<file path="config.mk">
export PLATFORM = sky130hd
export DESIGN_NAME = noise_sweep_seq
export DESIGN_NICKNAME = d
export VERILOG_FILES = /design/src/rtl/noise_pkg.sv /design/src/rtl/noise_lfsr16.sv /design/src/rtl/noise_sweep_seq.sv
export SDC_FILE = /design/constraint.sdc
export NUM_CORES = 1
export LEC_CHECK = 0
export CORE_ASPECT_RATIO = 1.1
export CORE_MARGIN = 5
export CORE_UTILIZATION = 50
export CTS_CLUSTER_DIAMETER = 40
export DETAILED_ROUTE_END_ITERATION = 12
export PLACE_DENSITY = 0.88
export SLEW_MARGIN = 20
export SYNTH_ARGS = -nofsm -noshare
export SYNTH_HDL_FRONTEND = slang
export SYNTH_SLANG_ARGS = --single-unit
export TNS_END_PERCENT = 20
</file>
<file path="constraint.sdc">
create_clock -name clk -period 3.8 [get_ports clk]
set_input_delay 1.14 -clock clk [delete_from_list [all_inputs] [get_ports clk]]
set_output_delay 1.14 -clock clk [all_outputs]
set_load 0.05 [all_outputs]
</file>
<file path="src/rtl/noise_pkg.sv">
// Shared types and constants for the noise code sequencer.
// The LFSR helper is only exercised when NOISE_SEQ_LFSR_EN is defined.
package noise_pkg;

    localparam int NOISE_W = 16;

    typedef enum logic [1:0] {
        NOISE_MODE_STATIC = 2'd0,
        NOISE_MODE_SWEEP  = 2'd1,
        NOISE_MODE_LFSR   = 2'd2,
        NOISE_MODE_RSVD   = 2'd3
    } noise_mode_e;

    typedef enum logic [1:0] {
        ST_IDLE = 2'd0,
        ST_RUN  = 2'd1,
        ST_DONE = 2'd2
    } noise_state_e;

    // Taps of x^16+x^14+x^13+x^11+1 as bit positions 15,13,12,10
    localparam logic [15:0] LFSR_TAPS = 16'hB400;

    function automatic logic [15:0] lfsr16_next(input logic [15:0] cur);
        return {cur[14:0], ^(cur & LFSR_TAPS)};
    endfunction

endpackage

</file>
<file path="src/rtl/noise_lfsr16.sv">
// 16-bit Fibonacci LFSR holding the code that follows the one currently on the output,
// so the sequencer can register it without a combinational step. Used under NOISE_SEQ_LFSR_EN.
module noise_lfsr16
    import noise_pkg::*;
(
    input  logic        clk,
    input  logic        rst_n,
    input  logic        load,
    input  logic        advance,
    input  logic [15:0] seed,
    output logic [15:0] q
);

    // Look-ahead state: after load, q is the successor of the seed
    always_ff @(posedge clk or negedge rst_n) begin
        if (!rst_n) begin
            q <= 16'h0001;
        end else if (load) begin
            q <= lfsr16_next(seed);
        end else if (advance) begin
            q <= lfsr16_next(q);
        end else begin
            q <= q;
        end
    end

endmodule

</file>
<file path="src/rtl/noise_sweep_seq.sv">
// Noise-selection code sequencer: static code, linear sweep, or (with NOISE_SEQ_LFSR_EN)
// a pseudo-random walk, each code held for a programmable dwell.
module noise_sweep_seq
    import noise_pkg::*;
#(
    parameter int NOISE_W = 16,
    parameter int DWELL_W = 16
) (
    input  logic               clk,
    input  logic               rst_n,
    input  logic               start,
    input  logic               abort,
    input  logic [1:0]         mode,
    input  logic [NOISE_W-1:0] code_start,
    input  logic [NOISE_W-1:0] code_end,
    input  logic [NOISE_W-1:0] code_step,
    input  logic [DWELL_W-1:0] dwell,
    output logic               valid,
    output logic [NOISE_W-1:0] noise_data,
    output logic               busy,
    output logic               done
);

    localparam logic [NOISE_W-1:0] CODE_ZERO  = {NOISE_W{1'b0}};
    localparam logic [NOISE_W-1:0] CODE_ONE   = {{(NOISE_W-1){1'b0}}, 1'b1};
    localparam logic [DWELL_W-1:0] DWELL_ZERO = {DWELL_W{1'b0}};
    localparam logic [DWELL_W-1:0] DWELL_ONE  = {{(DWELL_W-1){1'b0}}, 1'b1};

    noise_state_e       state_r;
    noise_mode_e        mode_r;
    logic [NOISE_W-1:0] data_r;
    logic [NOISE_W-1:0] end_r;
    logic [NOISE_W-1:0] step_r;
    logic [DWELL_W-1:0] reload_r;
    logic [DWELL_W-1:0] cnt_r;
    logic               valid_r;
    logic               busy_r;
    logic               done_r;

    noise_mode_e        mode_s;
    logic [NOISE_W-1:0] start_code_s;
    logic [NOISE_W-1:0] step_eff_s;
    logic [DWELL_W-1:0] reload_s;
    logic [NOISE_W:0]   sweep_next_s;
    logic               sweep_last_s;
    logic [NOISE_W-1:0] lfsr_code_s;
    logic               expire_s;

    // Map the requested mode onto what this build implements; reserved codes act as STATIC
    always_comb begin
        mode_s       = NOISE_MODE_STATIC;
        start_code_s = code_start;
        case (mode)
            2'd1: mode_s = NOISE_MODE_SWEEP;
`ifdef NOISE_SEQ_LFSR_EN
            2'd2: begin
                mode_s = NOISE_MODE_LFSR;
                if (code_start == CODE_ZERO) begin
                    start_code_s = CODE_ONE;
                end else begin
                    start_code_s = code_start;
                end
            end
`endif
            default: mode_s = NOISE_MODE_STATIC;
        endcase
    end

    // Zero step and zero dwell both degrade to one
    always_comb begin
        if (code_step == CODE_ZERO) begin
            step_eff_s = CODE_ONE;
        end else begin
            step_eff_s = code_step;
        end
        if (dwell == DWELL_ZERO) begin
            reload_s = DWELL_ZERO;
        end else begin
            reload_s = dwell - DWELL_ONE;
        end
    end

    // Sweep successor computed one bit wider so a wrap past all-ones ends the sweep
    always_comb begin
        sweep_next_s = {1'b0, data_r} + {1'b0, step_r};
        if ((data_r == end_r) || (sweep_next_s > {1'b0, end_r}) || sweep_next_s[NOISE_W]) begin
            sweep_last_s = 1'b1;
        end else begin
            sweep_last_s = 1'b0;
        end
    end

    assign expire_s = (state_r == ST_RUN) && !abort && (cnt_r == DWELL_ZERO);

`ifdef NOISE_SEQ_LFSR_EN
    logic [15:0] lfsr_q_s;
    logic        lfsr_load_s;
    logic        lfsr_adv_s;

    assign lfsr_load_s = (state_r == ST_IDLE) && start && !abort;
    assign lfsr_adv_s  = expire_s && (mode_r == NOISE_MODE_LFSR);

    noise_lfsr16 u_lfsr (
        .clk     (clk),
        .rst_n   (rst_n),
        .load    (lfsr_load_s),
        .advance (lfsr_adv_s),
        .seed    (16'(start_code_s)),
        .q       (lfsr_q_s)
    );

    assign lfsr_code_s = NOISE_W'(lfsr_q_s);
`else
    assign lfsr_code_s = data_r;
`endif

    // Sequencer FSM with shadow configuration and registered outputs
    always_ff @(posedge clk or negedge rst_n) begin
        if (!rst_n) begin
            state_r  <= ST_IDLE;
            mode_r   <= NOISE_MODE_STATIC;
            data_r   <= CODE_ZERO;
            end_r    <= CODE_ZERO;
            step_r   <= CODE_ZERO;
            reload_r <= DWELL_ZERO;
            cnt_r    <= DWELL_ZERO;
            valid_r  <= 1'b0;
            busy_r   <= 1'b0;
            done_r   <= 1'b0;
        end else begin
            case (state_r)
                ST_IDLE: begin
                    done_r <= 1'b0;
                    if (start && !abort) begin
                        mode_r   <= mode_s;
                        end_r    <= code_end;
                        step_r   <= step_eff_s;
                        reload_r <= reload_s;
                        cnt_r    <= reload_s;
                        data_r   <= start_code_s;
                        valid_r  <= 1'b1;
                        busy_r   <= 1'b1;
                        state_r  <= ST_RUN;
                    end else begin
                        valid_r <= 1'b0;
                        busy_r  <= 1'b0;
                    end
                end
                ST_RUN: begin
                    if (abort) begin
                        state_r <= ST_IDLE;
                        valid_r <= 1'b0;
                        busy_r  <= 1'b0;
                        done_r  <= 1'b0;
                    end else if (!expire_s) begin
                        cnt_r <= cnt_r - DWELL_ONE;
                    end else begin
                        cnt_r <= reload_r;
                        case (mode_r)
                            NOISE_MODE_SWEEP: begin
                                if (sweep_last_s) begin
                                    state_r <= ST_DONE;
                                    valid_r <= 1'b0;
                                    busy_r  <= 1'b0;
                                    done_r  <= 1'b1;
                                end else begin
                                    data_r <= sweep_next_s[NOISE_W-1:0];
                                end
                            end
                            NOISE_MODE_LFSR: data_r <= lfsr_code_s;
                            default:         data_r <= data_r;
                        endcase
                    end
                end
                ST_DONE: begin
                    state_r <= ST_IDLE;
                    valid_r <= 1'b0;
                    busy_r  <= 1'b0;
                    done_r  <= 1'b0;
                end
                default: begin
                    state_r <= ST_IDLE;
                    valid_r <= 1'b0;
                    busy_r  <= 1'b0;
                    done_r  <= 1'b0;
                end
            endcase
        end
    end

    assign valid      = valid_r;
    assign noise_data = data_r;
    assign busy       = busy_r;
    assign done       = done_r;

endmodule

</file>
### After elaboration in Yosys (flattened, before gate mapping)

Index checks and enable logic that the tools add are counted.

| storage, ports and cells | value |
|---|---|
| register bits after elaboration | 86 |
| bits of input ports | 70 |
| output and inout port bits | 19 |

| cells by class | value |
|---|---|
| $add $sub $neg | 3 |
| $lt $le $gt $ge | 1 |
| eq/ne operators | 12 |
| multiplexer cells | 31 |
| reduce and logical (&&, ||, !) cells | 16 |

Operator list:

| kind | number |
|---|---|
| $mux W16 | 10 |
| $pmux W16 S2 | 2 |
| $logic_not A16 Y1 | 3 |
| $sub A16 B1 Y16 const B | 2 |
| $add A16 B16 Y17 | 1 |
| $gt A17 B16 Y1 | 1 |
| $eq A16 B16 Y1 | 1 |
| $mux W1 | 12 |
| $mux W2 | 5 |
| $ne A2 B2 Y1 const B | 4 |
| $eq A2 B1 Y1 const B | 3 |
| $ne A3 B3 Y1 const B | 2 |
| $reduce_and A3 Y1 | 2 |
| $reduce_and A6 Y1 | 1 |
| $pmux W2 S2 | 1 |
| $reduce_and A4 Y1 | 1 |
| $logic_and A1 B1 Y1 | 3 |
| $ne A3 B2 Y1 const B | 1 |
| $logic_not A2 Y1 | 1 |
| $logic_or A1 B1 Y1 | 2 |
| $ne A2 B1 Y1 const B | 1 |
| $pmux W1 S2 | 1 |
| $reduce_and A2 Y1 | 1 |
| $reduce_bool A2 Y1 | 1 |
| $logic_not A1 Y1 | 1 |

### Logic depth before layout (Yosys ltp)

| logic depth | value |
|---|---|
| depth in word-level cells | 10 |
| depth in mapped cells | 17 |
| depth with buffers taken out | 16 |

### Worst setup path after synthesis

No wires, ideal clock.

| path | value |
|---|---|
| kind | flip-flop to flip-flop |
| from | register data_r[0], in the netlist noise_data[0] |
| to | register data_r[1], in the netlist noise_data[1] |
| arrival | 4.057 ns |
| data required time | 3.675 ns |
| path slack | -0.382 ns |
| cell stages (with the launch flop) | 17 |
| clock period less this slack | 4.182 ns |
| cells stage by stage | dfrtp_1 > ha_1 > fa_1 > a211oi_1 > nor2_1 > o21a_1 > nor2_1 > xnor2_1 > ha_1 > a21o_1 > a21oi_1 > nor2b_1 > o41ai_1 > a31oi_1 > o31ai_4 > buf_12 > mux2_4 |

| on the way | value |
|---|---|
| cells in the longest elaborated chain, start to end | 7 |
| elaborated cells between the ends (all ways) | 13 |

RTL lines:

| element | RTL line | text |
|---|---|---|
| start: declaration | noise_sweep_seq.sv:31 | `logic [NOISE_W-1:0] data_r;` |
| start signal: assignment | noise_sweep_seq.sv:140 | `data_r <= start_code_s;` |
| start signal: assignment | noise_sweep_seq.sv:167 | `data_r <= sweep_next_s[NOISE_W-1:0];` |
| start signal: assignment | noise_sweep_seq.sv:170 | `NOISE_MODE_LFSR: data_r <= lfsr_code_s;` |
| $add A16 B16 Y17 | noise_sweep_seq.sv:85 | `sweep_next_s = {1'b0, data_r} + {1'b0, step_r};` |
| $gt A17 B16 Y1 | noise_sweep_seq.sv:86 | `if ((data_r == end_r) \|\| (sweep_next_s > {1'b0, end_r}) \|\| sweep_next_s[NOISE_W]) begin` |
| $logic_or A1 B1 Y1 (2 in a row) | noise_sweep_seq.sv:86 |  |
| $mux W1 | noise_sweep_seq.sv:86 |  |
| $ne A2 B2 Y1 (no line) | -- |  |
| $reduce_and A6 Y1 (no line) | -- |  |

Parallel ways exist; a longest one is shown, timed or not. The select of a mux whose other input is x is not followed.
A chain may end at the register's enable or synchronous reset.

### Final worst setup path

| path | value |
|---|---|
| from | register data_r[0], in the netlist noise_data[0] |
| to | register data_r[6], in the netlist noise_data[6] |

The elaborated chain is that of the path after synthesis.

==> flow_metrics.tcl <==
set metrics [dict create \
    cts_sinks 85 \
    cts_tree "done" \
    power.leakage_nw 3.183 \
    synth_enable_flop_cells 0 \
    clock_latency_ps 340 \
    hold_class "reg -> reg" \
    dieArea_mm2 0.01358 \
    drive_above_1_share 0.1336 \
    synth.distinct_cells 66 \
    timing.final.ws_setup_ps -185.8 \
    portBuffers 88 \
    hold_viol_final 0 \
    slew-limit-headroom 0.2681 \
    synth_top_family_by_area "simple AND/OR/NAND/NOR gates" \
    synth_nets 743 \
    peakVddDrop_uv 538.3 \
    grt_usage 0.2429 \
    synth_ff_type "dfrtp_1" \
    cts.path.max_buffers 2 \
    synth_warnings 0 \
    period_needed_ps 3986 \
    fin_crit_sh 1.049 \
    yosysSeqAreaShare 0.3750 \
    crit_required_ps 4020 \
    dr.pass1.iters 5 \
    power_w 0.005478 \
    worstPathArrival_ps 4210 \
    synthesis.area_mm2 0.005672 \
    powerDensity_mw_per_mm2 749.1 \
    dieHeight_um 121.7 \
    synth_mux_area_frac 0.05361 \
    startpoint_type "flip-flop" \
    wl_per_cell_um 18.47 \
    design_area_mm2 0.007312 \
    p_switching_w 0.002379 \
    drt_iter0_drc 412 \
    maxSlewViolCount 0 \
    antenna_left 0 \
    die_w_um 111.6 \
    combPwrFrac 0.579 \
    post_dp_cell_area_mm2 0.006775 \
    grt-ovfl-total 0 \
    root_buffer "clkbuf_16" \
    crit_fanout 8 \
    synthAdderAreaFrac 0.07854 \
    grt_pass1_vias 5495 \
    rsz0062_at_grt "true" \
    synthSimpleGateAreaFrac 0.2041 \
    wl_mm 16.40 \
    violations "negative setup slack" \
    p_int_w 0.003098 \
    routed_via_density 5.854 \
    hpwl_mm 11.58 \
    endpoint_kind "flip-flop" \
    remaining_drc_errors 0 \
    coreArea_mm2 0.01101 \
    synthXorXnorAreaFrac 0.06949 \
    synthToLayoutAreaGrowth_pct 28.92 \
    sw_frac_of_total 0.4343 \
    fmax_ghz 0.2509 \
    syn_inst 638 \
    grt_start_max_net_pins 52 \
    io_pins 89 \
    syn_avg_cell_area_um2 8.890 \
    path_class "reg -> reg" \
    cts.reportedPaths.clkPinSlew_ps 60 \
    final_nets 842 \
    rows 40 \
    synthArstFlopShare 1.000 \
    diodes 0 \
    numCtsBuffers 9 \
    antenna_found_initial 0 \
    status "finished, violations left" \
    grt_pass1_wl_mm 26.68 \
    tns_ps -2359 \
    initial_core_util 0.5151 \
    place_ws_ps -89.60 \
    synth-compound-area-share 0.1756 \
    skew_ps 6.738 \
    gp_congestion 0.9332 \
    power_frac_seq 0.259 \
    setup_viol 16 \
    p_clk_frac 0.161 \
    yosys_register_bits 85 \
    worst_pin_slew_ps 1093 \
    htreeDepth 3 \
    maxCapViolCount 0 \
    num_vias 5198 \
]
## power by group through the flow
stage	Combinational [W]	Sequential, W	Clock [W]
final	0.00317	0.00142	0.000883
after global routing	0.00343	0.00144	0.000926
after floorplan	0.00167	0.00165	0
after global placement	0.00265	0.00140	0
after detailed placement	0.00274	0.00142	0
after CTS	0.00297	0.00141	0.000887
## path summary, 6_finish.rpt
check / from / end / slack [ps] / depth (start not counted)
worst min register to register: reload_r[14] / reload_r[14] / 480 / 1
max in group asynchronous: rst_n / step_r[10] / 2170 / 2
min in group asynchronous: rst_n / end_r[11] / 830 / 1
worst min-delay path: reload_r[14] / reload_r[14] / 480 / 1
worst max-delay path: noise_data[0] / noise_data[6] / -190 / 17
worst max register to register: noise_data[0] / noise_data[6] / -190 / 17
## sequential cells by signal (all words and copies together), names as in the netlist
register and count:
end_r 16, noise_data 16, done 1, busy 1, state_r 2, reload_r 16
step_r 16, cnt_r 16, mode_r 1
## per-stage QoR
step,utilization,cells,hold WS (ps)
6_report,0.6641,888,475.2
5_1_grt,0.6641,888,492.4
4_1_cts,0.6577,886,475.7
3_5_place_dp,0.6153,861,462.9
3_3_place_gp,0.6153,861,456.8
2_1_floorplan,-,638,444.1
## logic make-up after synthesis
group                      after synthesis
adders and majority gates               35
muxes                                   26
AOI/OAI and AO/OA                      146
xor gates and xnor gates                45
and+or+nand+nor                        246
buffers and inverters                   55
DFF                                     85
## Yosys cell counts (5+ instances only)
| master | number | share of area |
|---|---|---|
| mux2_4 | 6 | 0.016 |
| a211oi_1 | 8 | 0.011 |
| nor4_1 | 6 | 0.0066 |
| mux2i_1 | 9 | 0.016 |
| o21a_1 | 9 | 0.012 |
| o211ai_1 | 15 | 0.020 |
| inv_1 | 25 | 0.017 |
| mux2_2 | 11 | 0.022 |
| a21oi_1 | 13 | 0.011 |
| nand2b_1 | 5 | 0.0055 |
| dfrtp_1 | 85 | 0.38 |
| nand2_1 | 130 | 0.086 |
| nand3_1 | 6 | 0.0053 |
| ha_1 | 34 | 0.075 |
| clkbuf_1 | 21 | 0.014 |
| xor2_1 | 11 | 0.017 |
| nand4_1 | 10 | 0.011 |
| o31ai_1 | 7 | 0.0093 |
| nor3_1 | 19 | 0.017 |
| nand3b_1 | 6 | 0.0079 |
| nor2b_1 | 5 | 0.0055 |
| o21ai_0 | 49 | 0.043 |
| nor2_1 | 34 | 0.023 |
| xnor2_1 | 34 | 0.053 |
| a21o_1 | 13 | 0.017 |
## timing repair
item,CTS,global route
cloned,1,0
hold buffers,0,0
setup endpoints to repair,16,20
pin swaps,1,6
buffers inserted,9,2
resized for setup,12,11
## cell type report
cell class / instances / area, um2
clock buffer: 14 / 264.0
clock inverter: 1 / 30.03
fill: 907 / 3699
inverter: 25 / 93.84
multi-input combinational: 498 / 3466
sequential: 85 / 2133
tap: 147 / 183.9
timing repair buffer: 118 / 1141
## critical path, cell delays in order (launching register included)
cell and delay, ps:
dfrtp_2 420, ha_4 180, fa_2 370, a211oi_4 280, nor2_1 110, o21a_1 180, nor2_1 160, xnor2_1 200
ha_1 310, a21o_1 170, a21oi_1 140, nor2b_1 70, o41ai_2 240, a31oi_2 180, o31ai_4 220, buf_4 160
buf_12 130, mux2_2 340
## per-layer routing
metal	global-route usage	share of wire
met1	0.2801	0.40
met2	0.4393	0.51
met3	0.04570	0.060
met4	0.1087	0.035
met5	0	0
## cells in the final DEF, fill, tap and decap left out, drive strengths merged, types with 6 or more instances in the layout
cell type,instances
nor3,21
nor2,35
o21ai,52
dfrtp,85
mux2i,9
mux2,17
clkdlybuf4s50,87
a211oi,8
nand3,8
nand4,10
a21o,13
o211ai,15
inv,25
xor2,11
nor4,6
ha,34
xnor2,34
o31ai,8
o21a,9
nand3b,6
nand2,130
a21oi,13
buf,30
clkbuf,14
Note: power is estimated with default switching activity, not from simulation.
